## config.mk

```make
export PLATFORM = sky130hd
export DESIGN_NAME = pipe_delay_line_flat
export DESIGN_NICKNAME = d
export VERILOG_FILES = /design/src/rtl/pipe_delay_line_pkg.sv /design/src/rtl/pipe_delay_line_if.sv /design/src/rtl/pipe_stage.sv /design/src/rtl/pipe_delay_line.sv /design/src/flat_wrapper.sv
export SDC_FILE = /design/constraint.sdc
export NUM_CORES = 1
export LEC_CHECK = 0
export ABC_CLOCK_PERIOD_IN_PS = 1670
export CAP_MARGIN = 30
export CORE_MARGIN = 3
export CORE_UTILIZATION = 53
export CTS_CLUSTER_SIZE = 24
export DETAILED_ROUTE_END_ITERATION = 6
export PLACE_DENSITY_LB_ADDON = 0.15
export SLEW_MARGIN = 0
export SYNTH_ARGS = -nofsm -noshare
export SYNTH_HDL_FRONTEND = slang
export SYNTH_HIERARCHICAL = 1
export SYNTH_SLANG_ARGS = --single-unit
```

## constraint.sdc

```tcl
create_clock -name clk -period 1.67 [get_ports clk]
set_input_delay 0.334 -clock clk [delete_from_list [all_inputs] [get_ports clk]]
set_output_delay 0.334 -clock clk [all_outputs]
set_load 0.01 [all_outputs]
```

## src/rtl/pipe_delay_line_pkg.sv

```systemverilog
// rtl/pipe_delay_line_pkg.sv - width helpers shared by the delay line, its stages and its interface
package pipe_delay_line_pkg;

   // Ceiling log2 for elaboration-time widths; clog2(1) is 0
   function automatic int clog2(input int value);
      int result;
      int rest;
      result = 0;
      rest   = value - 1;
      while (rest > 0) begin
         result++;
         rest = rest >> 1;
      end
      return result;
   endfunction

   // A vector is never narrower than one bit, even when one value would fit in zero
   function automatic int width_min1(input int value);
      return (value < 1) ? 1 : value;
   endfunction

   // Width of the output stage select
   function automatic int tap_width(input int depth);
      return width_min1(clog2(depth));
   endfunction

   // Width of the occupancy counter, which must be able to hold DEPTH itself
   function automatic int cnt_width(input int depth);
      return width_min1(clog2(depth + 1));
   endfunction

endpackage

```

## src/rtl/pipe_delay_line_if.sv

```systemverilog
// rtl/pipe_delay_line_if.sv - control, data and status bundle of the delay line
interface pipe_delay_line_if
   import pipe_delay_line_pkg::*;
#(
   parameter int WIDTH = 8,
   parameter int DEPTH = 4
);
   localparam int TAP_W = tap_width(DEPTH);
   localparam int CNT_W = cnt_width(DEPTH);

   logic             en;
   logic             flush;
   logic             in_valid;
   logic [WIDTH-1:0] in_data;
   logic [TAP_W-1:0] tap_sel;
   logic             out_valid;
   logic [WIDTH-1:0] out_data;
   logic [CNT_W-1:0] stage_count;
   logic             full;

   modport master (
      output en, flush, in_valid, in_data, tap_sel,
      input  out_valid, out_data, stage_count, full
   );

   modport slave (
      input  en, flush, in_valid, in_data, tap_sel,
      output out_valid, out_data, stage_count, full
   );

endinterface

```

## src/rtl/pipe_stage.sv

```systemverilog
// rtl/pipe_stage.sv - one data/valid register stage with stall, flush and async reset
module pipe_stage
   import pipe_delay_line_pkg::*;
#(
   parameter int WIDTH = 8
) (
   input  logic             clk,
   input  logic             rst_n,
   input  logic             en,
   input  logic             flush,
   input  logic             prev_valid,
   input  logic [WIDTH-1:0] prev_data,
   output logic             valid,
   output logic [WIDTH-1:0] data
);

   // Flush beats advance; without either the stage holds its word
   always_ff @(posedge clk or negedge rst_n) begin
      if (!rst_n) begin
         valid <= 1'b0;
         data  <= '0;
      end else if (flush) begin
         valid <= 1'b0;
         data  <= '0;
      end else if (en) begin
         valid <= prev_valid;
         data  <= prev_data;
      end
   end

endmodule

```

## src/rtl/pipe_delay_line.sv

```systemverilog
// rtl/pipe_delay_line.sv - stallable register delay line with selectable output tap and occupancy count
module pipe_delay_line
   import pipe_delay_line_pkg::*;
#(
   parameter int WIDTH = 8,
   parameter int DEPTH = 4
) (
   input logic              clk,
   input logic              rst_n,
   pipe_delay_line_if.slave bus
);
   localparam int TAP_W = tap_width(DEPTH);
   localparam int CNT_W = cnt_width(DEPTH);

   logic [WIDTH-1:0] data [DEPTH];
   logic [DEPTH-1:0] valid;
   logic [CNT_W-1:0] count;

   genvar k;
   generate
      for (k = 0; k < DEPTH; k++) begin : g_stage
         if (k == 0) begin : g_head
            pipe_stage #(.WIDTH(WIDTH)) u_stage (
               .clk        (clk),
               .rst_n      (rst_n),
               .en         (bus.en),
               .flush      (bus.flush),
               .prev_valid (bus.in_valid),
               .prev_data  (bus.in_data),
               .valid      (valid[k]),
               .data       (data[k])
            );
         end else begin : g_body
            pipe_stage #(.WIDTH(WIDTH)) u_stage (
               .clk        (clk),
               .rst_n      (rst_n),
               .en         (bus.en),
               .flush      (bus.flush),
               .prev_valid (valid[k-1]),
               .prev_data  (data[k-1]),
               .valid      (valid[k]),
               .data       (data[k])
            );
         end
      end

      if (DEPTH == 1) begin : g_single_tap
         // With one stage there is nothing to select, so tap_sel is ignored
         logic unused_tap;
         assign unused_tap    = ^bus.tap_sel;
         assign bus.out_valid = valid[0];
         assign bus.out_data  = data[0];
      end else begin : g_tap_mux
         localparam logic [TAP_W:0]   DEPTH_X  = (TAP_W + 1)'(DEPTH);
         localparam logic [TAP_W-1:0] LAST_TAP = TAP_W'(DEPTH - 1);
         logic [TAP_W-1:0] tap;

         // Clamp out-of-range selects onto the last stage so the mux never reads past the chain
         always_comb begin
            tap = bus.tap_sel;
            if ({1'b0, bus.tap_sel} >= DEPTH_X) begin
               tap = LAST_TAP;
            end
         end

         assign bus.out_valid = valid[tap];
         assign bus.out_data  = data[tap];
      end
   endgenerate

   // Occupancy: a valid word entering adds one, a valid word falling off the end removes one
   always_ff @(posedge clk or negedge rst_n) begin
      if (!rst_n) begin
         count <= '0;
      end else if (bus.flush) begin
         count <= '0;
      end else if (bus.en) begin
         if (bus.in_valid && !valid[DEPTH-1]) begin
            count <= count + CNT_W'(1);
         end else if (!bus.in_valid && valid[DEPTH-1]) begin
            count <= count - CNT_W'(1);
         end
      end
   end

   assign bus.stage_count = count;
   assign bus.full        = (count == CNT_W'(DEPTH));

endmodule

```

## src/flat_wrapper.sv

```systemverilog
// flat-port wrapper written by rule: the top's interface ports become plain ports
module pipe_delay_line_flat import pipe_delay_line_pkg::*;
#(
   parameter int WIDTH = 8,
   parameter int DEPTH = 4
)
  (clk, rst_n, bus_en, bus_flush, bus_in_valid, bus_in_data, bus_tap_sel, bus_out_valid, bus_out_data, bus_stage_count, bus_full);
  pipe_delay_line_if #(.WIDTH(WIDTH), .DEPTH(DEPTH)) bus_i ();
  input logic clk;
  input logic rst_n;
  input wire logic [$bits(bus_i.en)-1:0] bus_en;
  input wire logic [$bits(bus_i.flush)-1:0] bus_flush;
  input wire logic [$bits(bus_i.in_valid)-1:0] bus_in_valid;
  input wire logic [$bits(bus_i.in_data)-1:0] bus_in_data;
  input wire logic [$bits(bus_i.tap_sel)-1:0] bus_tap_sel;
  output wire logic [$bits(bus_i.out_valid)-1:0] bus_out_valid;
  output wire logic [$bits(bus_i.out_data)-1:0] bus_out_data;
  output wire logic [$bits(bus_i.stage_count)-1:0] bus_stage_count;
  output wire logic [$bits(bus_i.full)-1:0] bus_full;
  assign bus_i.en = bus_en;
  assign bus_i.flush = bus_flush;
  assign bus_i.in_valid = bus_in_valid;
  assign bus_i.in_data = bus_in_data;
  assign bus_i.tap_sel = bus_tap_sel;
  assign bus_out_valid = bus_i.out_valid;
  assign bus_out_data = bus_i.out_data;
  assign bus_stage_count = bus_i.stage_count;
  assign bus_full = bus_i.full;
  pipe_delay_line #(.WIDTH(WIDTH), .DEPTH(DEPTH)) u_core (.clk(clk), .rst_n(rst_n), .bus(bus_i));
endmodule
```

After elaboration in Yosys (flattened, before gate mapping)
Cells that the tools add are included.
- register bits: 39
- input bits: 15
- word-level logic and storage cells: 47
- output and inout bits: 13
- $lt $le $gt $ge: 2
- $add $sub $neg: 2
- equality and inequality tests: 1
- mux-type cells: 25
- reduce and logical (&&, ||, !) cells: 7
- bitwise logic cells: 1
- operators by type and width (kind ; count):
    $mux W8 ; 10
    $bmux W8 S2 ; 1
    $mux W3 ; 4
    $mux W1 ; 9
    $add A3 B1 Y3 const B ; 1
    $eq A3 B3 Y1 const B ; 1
    $ge A3 B3 Y1 const B ; 1
    $lt A2 B3 Y1 const B ; 1
    $not A2 Y3 ; 1
    $reduce_bool A3 Y1 ; 1
    $sub A3 B1 Y3 const B ; 1
    $bmux W1 S2 ; 1
    $logic_and A1 B1 Y1 ; 2
    $logic_not A1 Y1 ; 2
    $reduce_and A2 Y1 ; 1
    $reduce_bool A2 Y1 ; 1

Logic depth before layout (Yosys ltp)
Gate-level depths: netlist of run 1.
- depth in word-level cells: 6
- mapped depth: 5
- mapped depth without buffers: 5

Modules after synthesis
Netlist of run 1, hierarchy kept.
- modules (own cells, without submodules) (module ; sequential area each (um^2) ; instances ; area an instance (um^2) ; cells an instance):
    pipe_stage ; 225.2 ; 4 ; 364.1 ; 29
    pipe_delay_line ; 75.1 ; 1 ; 427.9 ; 33

Worst setup path before layout of run 1
Ideal clock, no wire load.
- path kind: register to register
- start point: register u_core.count[0], in the netlist u_core/bus.stage_count[0]
- end point: register u_core.count[2], in the netlist u_core/bus.stage_count[2]
- setup slack: 0.180 ns
- setup time: 0.077 ns
- required time: 1.593 ns
- cell stages (with the launch flop): 6
- arrival: 1.412 ns
- buffers on the path: 0
- cells stage by stage: dfrtp_1 inv_1 fa_1 nand4bb_1 a21o_1 a21oi_1
- word-level cells in the longest chain between the ends: 5
- elaborated cells between the ends (all ways): 6
- those cells by class: 2 x add/sub; 4 x mux
- ends and longest elaborated chain (item ; line ; text):
    start, declared ; pipe_delay_line.sv:17 ; logic [CNT_W-1:0] count;
    start signal, assigned ; pipe_delay_line.sv:79 ; count <= count + CNT_W'(1);
    start signal, assigned ; pipe_delay_line.sv:81 ; count <= count - CNT_W'(1);
    $sub A3 B1 Y3 ; pipe_delay_line.sv:81 ;
    $mux W3 ; pipe_delay_line.sv:80 ; end else if (!bus.in_valid && valid[DEPTH-1]) begin
    $mux W3 * ; pipe_delay_line.sv:78 ; if (bus.in_valid && !valid[DEPTH-1]) begin
    $mux W3 * ; pipe_delay_line.sv:77 ; end else if (bus.en) begin
    $mux W3 * ; pipe_delay_line.sv:75 ; end else if (bus.flush) begin
Mark *: on every way between the ends. The rest lies on a longest branch, timed or not. The select of a mux whose other input is x is not followed.
A chain may end at the register's enable or synchronous reset.

Worst setup path after layout of run 1
- start point: register u_core.g_stage[0].g_head.u_stage.data[3]
- end point: output bus_out_data[3]
- word-level cells in the longest chain between the ends: 3
- ends and longest elaborated chain (item ; line ; text):
    start, declared ; pipe_stage.sv:14 ; output logic [WIDTH-1:0] data
    start signal, assigned ; pipe_stage.sv:27 ; data <= prev_data;
    $bmux W8 S2 ; pipe_delay_line.sv:67 ; assign bus.out_data = data[tap];
    $mux W8 (implied by the code) (2 in a row) ; pipe_delay_line.sv:67 ;
    end, declared ; flat_wrapper.sv:17 ; output wire logic [$bits(bus_i.out_data)-1:0] bus_out_data;
No other way between the ends. The select of a mux whose other input is x is not followed.

==> results of run 1 <==
## cell families after synthesis
logic type / Yosys count / share of synthesized area
buffers and inverters: 12 / 0.0445
AOI/OAI and AO/OA: 4 / 0.0159
DFF: 39 / 0.518
and+or+nand+nor: 47 / 0.108
muxes: 45 / 0.299
xor gates and xnor gates: 1 / 0.00465
adders and majority gates: 1 / 0.0106
## flip-flops by register name, indices dropped and copies added, names as in the netlist
name and flops:
u_core/bus.stage_count 3, u_core/g_stage.g_body.u_stage/data 24, u_core/g_stage.g_body.u_stage/valid 3, u_core/g_stage.g_head.u_stage/data 8, u_core/g_stage.g_head.u_stage/valid 1
## how the worst max path moves through the flow
| stage | start | end | slack, ps |
|---|---|---|---|
| after global routing | u_core/g_stage[3].g_body.u_stage/data[6]$_DFFE_PN0P_ | bus_out_data[6] | -100 |
| after detailed placement | bus_tap_sel[0] | bus_out_data[1] | -700 |
| after floorplan | u_core/bus.stage_count[0]$_DFFE_PN0P_ | u_core/bus.stage_count[2]$_DFFE_PN0P_ | 180 |
| final | u_core/g_stage[0].g_head.u_stage/data[3]$_DFFE_PN0P_ | bus_out_data[3] | -40 |
| after global placement | bus_tap_sel[0] | bus_out_data[3] | -670 |
| after CTS | u_core/g_stage[3].g_body.u_stage/data[1]$_DFFE_PN0P_ | bus_out_data[1] | -80 |
## layer usage
metal | wire length (µm) | GRT usage | vias to the layer above
met5 | 0 | 0 | -
met4 | 65 | 0.0984 | 0
met3 | 143 | 0.0615 | 8
met2 | 2020 | 0.337 | 25
met1 | 1650 | 0.263 | 693
li1 | - | - | 642
## layout make-up
cell class                 instances  area share
inverter                           2     0.00296
clock inverter                     2     0.00494
tap                               46      0.0227
multi-input combinational         98       0.327
clock buffer                       6      0.0163
sequential                        39       0.385
timing repair buffer              65       0.241
## metrics by stage
stage,hold slack [ps],util,TNS [ps]
2_1_floorplan,38.4,-,0
3_3_place_gp,344,0.678,-6060
3_5_place_dp,351,0.678,-6310
4_1_cts,471,0.728,-449
5_1_grt,503,0.747,-749
6_report,492,0.747,-256
## power by group through the flow
stage,logic (mW),registers [mW],clock network (mW)
4_1_cts,0.295,0.991,0.489
2_1_floorplan,0.141,1.01,0
6_report,0.299,0.991,0.462
3_3_place_gp,0.266,1.01,0
3_5_place_dp,0.276,1.01,0
5_1_grt,0.326,0.995,0.525
## Yosys cell counts
library cell,instances,share of area
sky130_fd_sc_hd__clkbuf_2,1,0.0027
sky130_fd_sc_hd__nor2_1,38,0.076
sky130_fd_sc_hd__inv_1,2,0.0040
sky130_fd_sc_hd__a21o_1,1,0.0040
sky130_fd_sc_hd__nor2b_1,1,0.0033
sky130_fd_sc_hd__mux2i_1,36,0.19
sky130_fd_sc_hd__o31ai_2,1,0.0066
sky130_fd_sc_hd__and3_1,1,0.0033
sky130_fd_sc_hd__o21ai_0,1,0.0027
sky130_fd_sc_hd__xor2_1,1,0.0046
sky130_fd_sc_hd__buf_1,4,0.0080
sky130_fd_sc_hd__a21oi_1,1,0.0027
sky130_fd_sc_hd__fa_1,1,0.011
sky130_fd_sc_hd__nand4bb_1,1,0.0060
sky130_fd_sc_hd__buf_6,5,0.030
sky130_fd_sc_hd__and2_1,1,0.0033
sky130_fd_sc_hd__nand3_1,3,0.0080
sky130_fd_sc_hd__nand4b_1,1,0.0046
sky130_fd_sc_hd__dfrtp_1,39,0.52
sky130_fd_sc_hd__nand2b_1,1,0.0033
sky130_fd_sc_hd__mux4_2,9,0.11
## timing repair
action,4_1_cts,5_1_grt
resized for setup,46,9
endpoints found under the hold margin,23,0
pin swaps,0,1
buffers inserted,13,5
hold buffers,1,0
setup endpoints to repair,10,13
cloned,1,0
## layout by cell type (no fill, tap or decap), types with 2 or more instances in the layout
master | Yosys | layout
sky130_fd_sc_hd__buf_6 | 5 | 8
sky130_fd_sc_hd__nor2_1 | 38 | 38
sky130_fd_sc_hd__buf_4 | 0 | 31
sky130_fd_sc_hd__buf_2 | 0 | 5
sky130_fd_sc_hd__clkdlybuf4s50_1 | 0 | 11
sky130_fd_sc_hd__clkbuf_4 | 0 | 5
sky130_fd_sc_hd__mux4_2 | 9 | 9
sky130_fd_sc_hd__nand3_1 | 3 | 3
sky130_fd_sc_hd__mux2i_1 | 36 | 36
sky130_fd_sc_hd__dlymetal6s2s_1 | 0 | 2
sky130_fd_sc_hd__inv_2 | 0 | 2
sky130_fd_sc_hd__dfrtp_1 | 39 | 39
sky130_fd_sc_hd__buf_12 | 0 | 3
==> flow_summary.html, run 1 <==
<table>
<tr><th>Metric</th><th>Value</th></tr>
<tr><th colspan="2">STA</th></tr>
<tr><td>Worst Clk Skew</td><td>6.30 ps</td></tr>
<tr><td>Final setup margin</td><td>-38.7 ps</td></tr>
<tr><td>Worst slew pin tran</td><td>543 ps</td></tr>
<tr><td>Achievable clock frequency</td><td>0.585 GHz</td></tr>
<tr><td>Count of final max-slew check failures</td><td>0</td></tr>
<tr><td>Tmin final</td><td>1710 ps</td></tr>
<tr><td>Final hold violation count</td><td>0</td></tr>
<tr><td># setup viols final</td><td>9</td></tr>
<tr><td>Share of the clock period used by the worst path after layout</td><td>1.02</td></tr>
<tr><td>Unrepaired setup endpoints after global routing</td><td>yes</td></tr>
<tr><td>Normalized max-slew margin</td><td>0.638</td></tr>
<tr><th colspan="2">Drt</th></tr>
<tr><td>WL per Instance</td><td>15.0 µm</td></tr>
<tr><td>Initial DRT Pass Iterations</td><td>6</td></tr>
<tr><td>Final wirelength</td><td>3880 µm</td></tr>
<tr><td>Number of nets still failing antenna checks after routing</td><td>0</td></tr>
<tr><td>Iter 0 DRT Violations</td><td>46</td></tr>
<tr><td>Average vias per placed instance</td><td>5.30</td></tr>
<tr><td>Total vias in the final route</td><td>1368</td></tr>
<tr><td>DRC violation count after routing</td><td>0</td></tr>
<tr><th colspan="2">Power</th></tr>
<tr><td>Power density over the cells</td><td>692 mW/mm²</td></tr>
<tr><td>VDD IR max</td><td>0.611 mV</td></tr>
<tr><td>Clock network fraction of total power</td><td>0.264</td></tr>
<tr><td>Reported leakage power</td><td>1.32 nW</td></tr>
<tr><td>Sequential cell fraction of total power</td><td>0.566</td></tr>
<tr><td>Internal power of the cells</td><td>1.30 mW</td></tr>
<tr><td>Post-layout total power</td><td>1.75 mW</td></tr>
<tr><td>Net switching component of the power</td><td>0.452 mW</td></tr>
<tr><td>Proportion of power drawn by combinational gates</td><td>0.171</td></tr>
<tr><td>Net Sw Frac</td><td>0.258</td></tr>
<tr><th colspan="2">Placed design</th></tr>
<tr><td>Dpl cells</td><td>230</td></tr>
<tr><td>Placed wire-length estimate after detailed placement</td><td>2570 µm</td></tr>
<tr><td>Post-place instance area</td><td>0.00230 mm²</td></tr>
<tr><td>Setup slack at placement</td><td>-702 ps</td></tr>
<tr><td>Global placer's final weighted congestion</td><td>0.751</td></tr>
<tr><td>Port-buffer cells</td><td>27</td></tr>
<tr><th colspan="2">Global route</th></tr>
<tr><td>Wire length of the first global-routing pass</td><td>6760 µm</td></tr>
<tr><td>Antenna violations before repair</td><td>0</td></tr>
<tr><td>Gr ovfl total</td><td>0</td></tr>
<tr><td>Global-route total usage across every layer</td><td>0.211</td></tr>
<tr><td>Via count of the first global-routing pass</td><td>1457</td></tr>
<tr><td>Largest net degree at the start of global routing</td><td>39</td></tr>
<tr><th colspan="2">Outcome</th></tr>
<tr><td>Failing checks</td><td>negative setup slack</td></tr>
<tr><td>Run status</td><td>finished with violations</td></tr>
<tr><th colspan="2">Yosys</th></tr>
<tr><td>Number of distinct library cells after synthesis</td><td>21</td></tr>
<tr><td>Post-Synthesis Net Count</td><td>165</td></tr>
<tr><td>Post-Syn Instances</td><td>149</td></tr>
<tr><td>Yosys warnings</td><td>6</td></tr>
<tr><td>Mapped Avg Cell Area</td><td>12.6 µm²</td></tr>
<tr><td>Part of the Yosys area used for sequential elements</td><td>0.518</td></tr>
<tr><td>#FFs+latches synth</td><td>39</td></tr>
<tr><td>Area of the mapped netlist</td><td>0.00188 mm²</td></tr>
<tr><th colspan="2">Final layout</th></tr>
<tr><td>Post-route standard cell area excluding fillers</td><td>0.00253 mm²</td></tr>
<tr><td>Area used by multi-input combinational logic</td><td>828 µm²</td></tr>
<tr><td># nets final</td><td>227</td></tr>
<tr><td>ANT cells</td><td>0</td></tr>
<tr><td>Fraction of layout instances using a drive strength above 1</td><td>0.325</td></tr>
<tr><td>Synth-to-layout area growth</td><td>34.4%</td></tr>
<tr><td>Number of fillers in the final layout</td><td>228</td></tr>
<tr><td>Sequential cell area</td><td>976 µm²</td></tr>
<tr><td>Number of standard cells in the layout, taps in and fillers out</td><td>258</td></tr>
<tr><th colspan="2">Die</th></tr>
<tr><td>Number of top-level design ports</td><td>28</td></tr>
<tr><td>Initial Utilization</td><td>0.556</td></tr>
<tr><td>Floorplan row count</td><td>21</td></tr>
<tr><td>Area of the die</td><td>0.00431 mm²</td></tr>
<tr><td>Die X</td><td>65.6 µm</td></tr>
<tr><td>Placeable Area</td><td>0.00339 mm²</td></tr>
<tr><td>Y dimension of the die</td><td>65.6 µm</td></tr>
<tr><th colspan="2">Critical path</th></tr>
<tr><td>Critical-path cell list</td><td>mux4_2, buf_6</td></tr>
<tr><td>Critical path class</td><td>flip-flop to primary output</td></tr>
<tr><td>R2R depth</td><td>6</td></tr>
<tr><td>Kind of end point of the critical path</td><td>primary output</td></tr>
<tr><td>Reg-to-reg critical path startpoint</td><td>u_core/g_stage[3].g_body.u_stage/valid$_DFFE_PN0P_</td></tr>
<tr><td>Worst endpoint data arrival time</td><td>1370 ps</td></tr>
<tr><td>Family with the most delay on the worst path</td><td>multiplexers</td></tr>
<tr><td>Required time worst endpoint</td><td>1340 ps</td></tr>
<tr><td>Largest stage delay, worst path</td><td>480 ps</td></tr>
<tr><td>Worst r2r dst</td><td>u_core/bus.stage_count[2]$_DFFE_PN0P_</td></tr>
<tr><td>Crit path buf inv count</td><td>1</td></tr>
<tr><td>Slowest cell on the critical path</td><td>sky130_fd_sc_hd__mux4_2</td></tr>
<tr><td>Cell depth of the worst setup path</td><td>2</td></tr>
<tr><td>Reg2reg setup slack</td><td>110 ps</td></tr>
<tr><td>Biggest fanout along the worst timing path</td><td>2</td></tr>
<tr><td>Worst setup SP type</td><td>flip-flop</td></tr>
<tr><th colspan="2">Clocking</th></tr>
<tr><td>Clock root buffer</td><td>sky130_fd_sc_hd__clkbuf_4</td></tr>
<tr><td>Clk sink count</td><td>39</td></tr>
<tr><td>Num CTS Buffers</td><td>5</td></tr>
<tr><td>Number of buffers between clock root and the deepest sink</td><td>2</td></tr>
<tr><td>Insertion delay to the later sink of the worst-skew pair</td><td>340 ps</td></tr>
<tr><td>Clock transition at the register clock pins on the worst setup and hold paths after CTS</td><td>110 ps</td></tr>
<tr><td>Clock tree from TritonCTS</td><td>done</td></tr>
<tr><td>H-Tree Level Count</td><td>2</td></tr>
<tr><th colspan="2">Flow run</th></tr>
<tr><td>Max_cap viols</td><td>0</td></tr>
<tr><th colspan="2">Hold path</th></tr>
<tr><td>HP Class</td><td>input pin to async pin</td></tr>
</table>
Note: power is estimated with default switching activity, not from simulation.
==> inputs of run 2 (changes only) <==
- CORE_MARGIN: 3 -> default
- GPL_ROUTABILITY_DRIVEN: default -> 0
- SETUP_SLACK_MARGIN: default -> 0.2
==> flow_summary.html, run 2 (synthesis results as in run 1) <==
<table>
<tr><th>Metric</th><th>Value</th></tr>
<tr><th colspan="2">Outcome</th></tr>
<tr><td>Run status</td><td>finished with violations</td></tr>
<tr><td>Failing checks</td><td>negative setup slack</td></tr>
<tr><th colspan="2">Die</th></tr>
<tr><td>Die X</td><td>61.6 µm (-6.1%)</td></tr>
<tr><td>Floorplan row count</td><td>21 (unchanged)</td></tr>
<tr><td>Area of the die</td><td>0.00380 mm² (-12%)</td></tr>
<tr><td>Initial Utilization</td><td>0.560 (+0.00434)</td></tr>
<tr><td>Y dimension of the die</td><td>61.6 µm (-6.1%)</td></tr>
<tr><td>Number of top-level design ports</td><td>28 (unchanged)</td></tr>
<tr><td>Placeable Area</td><td>0.00336 mm² (-0.78%)</td></tr>
<tr><th colspan="2">Power</th></tr>
<tr><td>VDD IR max</td><td>0.587 mV (-4.0%)</td></tr>
<tr><td>Internal power of the cells</td><td>1.31 mW (+1.1%)</td></tr>
<tr><td>Net switching component of the power</td><td>0.480 mW (+6.4%)</td></tr>
<tr><td>Power density over the cells</td><td>690 mW/mm² (-0.32%)</td></tr>
<tr><td>Clock network fraction of total power</td><td>0.268 (+0.004)</td></tr>
<tr><td>Sequential cell fraction of total power</td><td>0.551 (-0.015)</td></tr>
<tr><td>Net Sw Frac</td><td>0.268 (+0.00987)</td></tr>
<tr><td>Proportion of power drawn by combinational gates</td><td>0.181 (+0.010)</td></tr>
<tr><td>Reported leakage power</td><td>1.34 nW (+1.0%)</td></tr>
<tr><th colspan="2">STA</th></tr>
<tr><td>Worst Clk Skew</td><td>10.9 ps (+4.56 ps)</td></tr>
<tr><td>Share of the clock period used by the worst path after layout</td><td>1.03 (+0.00979)</td></tr>
<tr><td>Worst slew pin tran</td><td>561 ps (+17.5 ps)</td></tr>
<tr><td>Normalized max-slew margin</td><td>0.626 (-0.0117)</td></tr>
<tr><td>Achievable clock frequency</td><td>0.580 GHz (-0.95%)</td></tr>
<tr><td>Unrepaired setup endpoints after global routing</td><td>yes</td></tr>
<tr><td>Final hold violation count</td><td>0 (unchanged)</td></tr>
<tr><td>Tmin final</td><td>1730 ps (+16.3 ps)</td></tr>
<tr><td># setup viols final</td><td>9 (unchanged)</td></tr>
<tr><td>Count of final max-slew check failures</td><td>0 (unchanged)</td></tr>
<tr><td>Hold slack</td><td>487 ps (-5.45 ps)</td></tr>
<tr><td>Final setup margin</td><td>-55.0 ps (-16.3 ps)</td></tr>
<tr><th colspan="2">Drt</th></tr>
<tr><td>Final wirelength</td><td>3980 µm (+2.7%)</td></tr>
<tr><td>Average vias per placed instance</td><td>5.28 (-0.42%)</td></tr>
<tr><td>Iter 0 DRT Violations</td><td>60 (+30%)</td></tr>
<tr><td>Number of nets still failing antenna checks after routing</td><td>0 (unchanged)</td></tr>
<tr><td>WL per Instance</td><td>15.1 µm (+0.32%)</td></tr>
<tr><td>DRC violation count after routing</td><td>0 (unchanged)</td></tr>
<tr><td>Total vias in the final route</td><td>1394 (+1.9%)</td></tr>
<tr><td>Initial DRT Pass Iterations</td><td>6 (unchanged)</td></tr>
<tr><th colspan="2">Critical path</th></tr>
<tr><td>Slowest cell on the critical path</td><td>sky130_fd_sc_hd__mux4_2</td></tr>
<tr><td>Family with the most delay on the worst path</td><td>multiplexers</td></tr>
<tr><td>Worst r2r dst</td><td>u_core/bus.stage_count[2]$_DFFE_PN0P_</td></tr>
<tr><td>Worst setup SP type</td><td>flip-flop</td></tr>
<tr><td>Reg2reg setup slack</td><td>120 ps (about the same)</td></tr>
<tr><td>Required time worst endpoint</td><td>1340 ps (about the same)</td></tr>
<tr><td>Cell depth of the worst setup path</td><td>2 (unchanged)</td></tr>
<tr><td>Critical-path cell list</td><td>mux4_2, buf_6</td></tr>
<tr><td>Critical path class</td><td>flip-flop to primary output</td></tr>
<tr><td>Crit path buf inv count</td><td>1 (unchanged)</td></tr>
<tr><td>Kind of end point of the critical path</td><td>primary output</td></tr>
<tr><td>Worst endpoint data arrival time</td><td>1390 ps (+20 ps)</td></tr>
<tr><td>R2R depth</td><td>7 (+1)</td></tr>
<tr><td>Biggest fanout along the worst timing path</td><td>2 (unchanged)</td></tr>
<tr><td>Reg-to-reg critical path startpoint</td><td>u_core/bus.stage_count[0]$_DFFE_PN0P_</td></tr>
<tr><td>Largest stage delay, worst path</td><td>490 ps (about the same)</td></tr>
<tr><th colspan="2">Final layout</th></tr>
<tr><td>Number of fillers in the final layout</td><td>235 (+3.1%)</td></tr>
<tr><td>Max FFs per register</td><td>24 (unchanged)</td></tr>
<tr><td>Most used cells in the layout excluding fill and tap cells</td><td>sky130_fd_sc_hd__dfrtp_1 (39), sky130_fd_sc_hd__nor2_1 (38), sky130_fd_sc_hd__mux2i_1 (36)</td></tr>
<tr><td># nets final</td><td>233 (+2.6%)</td></tr>
<tr><td>Post-route standard cell area excluding fillers</td><td>0.00260 mm² (+2.8%)</td></tr>
<tr><td>ANT cells</td><td>0 (unchanged)</td></tr>
<tr><td>Leading cell type in the layout, fill and taps excluded</td><td>sky130_fd_sc_hd__dfrtp_1</td></tr>
<tr><td>Register bank with the most flops</td><td>u_core/g_stage.g_body.u_stage/data</td></tr>
<tr><td>Registers with the most flip-flops</td><td>u_core/g_stage.g_body.u_stage/data: 24 flops, u_core/g_stage.g_head.u_stage/data: 8 flops</td></tr>
<tr><td>Synth-to-layout area growth</td><td>38.1%</td></tr>
<tr><td>Fraction of layout instances using a drive strength above 1</td><td>0.367 (+0.0415)</td></tr>
<tr><th colspan="2">Global route</th></tr>
<tr><td>Wire length of the first global-routing pass</td><td>6470 µm (-4.2%)</td></tr>
<tr><td>Gr ovfl total</td><td>0 (unchanged)</td></tr>
<tr><td>Antenna violations before repair</td><td>0 (unchanged)</td></tr>
<tr><td>Largest net degree at the start of global routing</td><td>42 (+7.7%)</td></tr>
<tr><td>Via count of the first global-routing pass</td><td>1369 (-6.0%)</td></tr>
<tr><td>Global-route total usage across every layer</td><td>0.244 (+0.0331)</td></tr>
<tr><th colspan="2">Flow run</th></tr>
<tr><td>Max_cap viols</td><td>0 (unchanged)</td></tr>
<tr><th colspan="2">Clocking</th></tr>
<tr><td>Clock tree from TritonCTS</td><td>done</td></tr>
<tr><td>Clock root buffer</td><td>sky130_fd_sc_hd__clkbuf_4</td></tr>
<tr><td>Clock transition at the register clock pins on the worst setup and hold paths after CTS</td><td>130 ps (+20 ps)</td></tr>
<tr><td>Insertion delay to the later sink of the worst-skew pair</td><td>350 ps (about the same)</td></tr>
<tr><td>Number of buffers between clock root and the deepest sink</td><td>2 (unchanged)</td></tr>
<tr><td>Clk sink count</td><td>39 (unchanged)</td></tr>
<tr><td>H-Tree Level Count</td><td>2 (unchanged)</td></tr>
<tr><td>Num CTS Buffers</td><td>5 (unchanged)</td></tr>
<tr><th colspan="2">Placed design</th></tr>
<tr><td>Post-place instance area</td><td>0.00233 mm² (+1.3%)</td></tr>
<tr><td>Port-buffer cells</td><td>27 (unchanged)</td></tr>
<tr><td>Placed wire-length estimate after detailed placement</td><td>2430 µm (-5.3%)</td></tr>
<tr><th colspan="2">Hold path</th></tr>
<tr><td>HP Class</td><td>input pin to async pin</td></tr>
</table>
-- run 2: routing by layer --
layer / track usage / routed length [µm]
met5: 0 / 0
met2: 0.378 / 1980
met1: 0.335 / 1780
met4: 0.0794 / 41
met3: 0.0714 / 175
-- run 2: what timing repair did --
action | in CTS | in global routing
gates resized for setup | 64 | 9
setup endpoints to repair | 15 | 14
hold buffers | 1 | 0
hold endpoints to repair | 23 | 0
gates cloned | 1 | 0
pin swaps | 4 | 1
setup buffers | 17 | 3
-- run 2: area by class of cell --
cell class | count | area, µm² | share of cell area
multi-input cells | 98 | 846 | 0.325
clock inverters | 2 | 12.5 | 0.00481
repair buffers | 71 | 659 | 0.253
inverters | 2 | 10.0 | 0.00385
well taps | 46 | 57.6 | 0.0221
flip-flops and latches | 39 | 976 | 0.375
clock buffers | 6 | 41.3 | 0.0159
-- run 2: power groups by stage --
stage / combinational [mW] / clock, mW / sequential (mW)
after floorplan: 0.141 / 0 / 1.01
after global placement: 0.275 / 0 / 1.01
after detailed placement: 0.284 / 0 / 1.01
after CTS: 0.316 / 0.496 / 0.989
after global routing: 0.353 / 0.536 / 0.994
final: 0.325 / 0.481 / 0.989
-- run 2: worst max path at each step --
stage / start / endpoint / slack (ps)
floorplan: u_core/bus.stage_count[0]$_DFFE_PN0P_ / u_core/bus.stage_count[2]$_DFFE_PN0P_ / 210
global placement: bus_tap_sel[0] / bus_out_data[1] / -650
detailed placement: bus_tap_sel[0] / bus_out_data[5] / -660
CTS: u_core/g_stage[3].g_body.u_stage/data[5]$_DFFE_PN0P_ / bus_out_data[5] / -70
global route: u_core/g_stage[3].g_body.u_stage/data[5]$_DFFE_PN0P_ / bus_out_data[5] / -100
finish: u_core/g_stage[3].g_body.u_stage/data[5]$_DFFE_PN0P_ / bus_out_data[5] / -60
-- run 2: metrics by stage --
step | instances | power [mW] | worst slack [ps] | TNS, ps | util
2_1_floorplan | 149 | 1.15 | 211 | 0 | -
3_3_place_gp | 234 | 1.28 | -654 | -6140 | 0.692
3_5_place_dp | 234 | 1.29 | -665 | -6250 | 0.692
4_1_cts | 261 | 1.80 | -70.2 | -454 | 0.756
5_1_grt | 264 | 1.88 | -97.8 | -792 | 0.774
6_report | 264 | 1.79 | -55.0 | -311 | 0.774
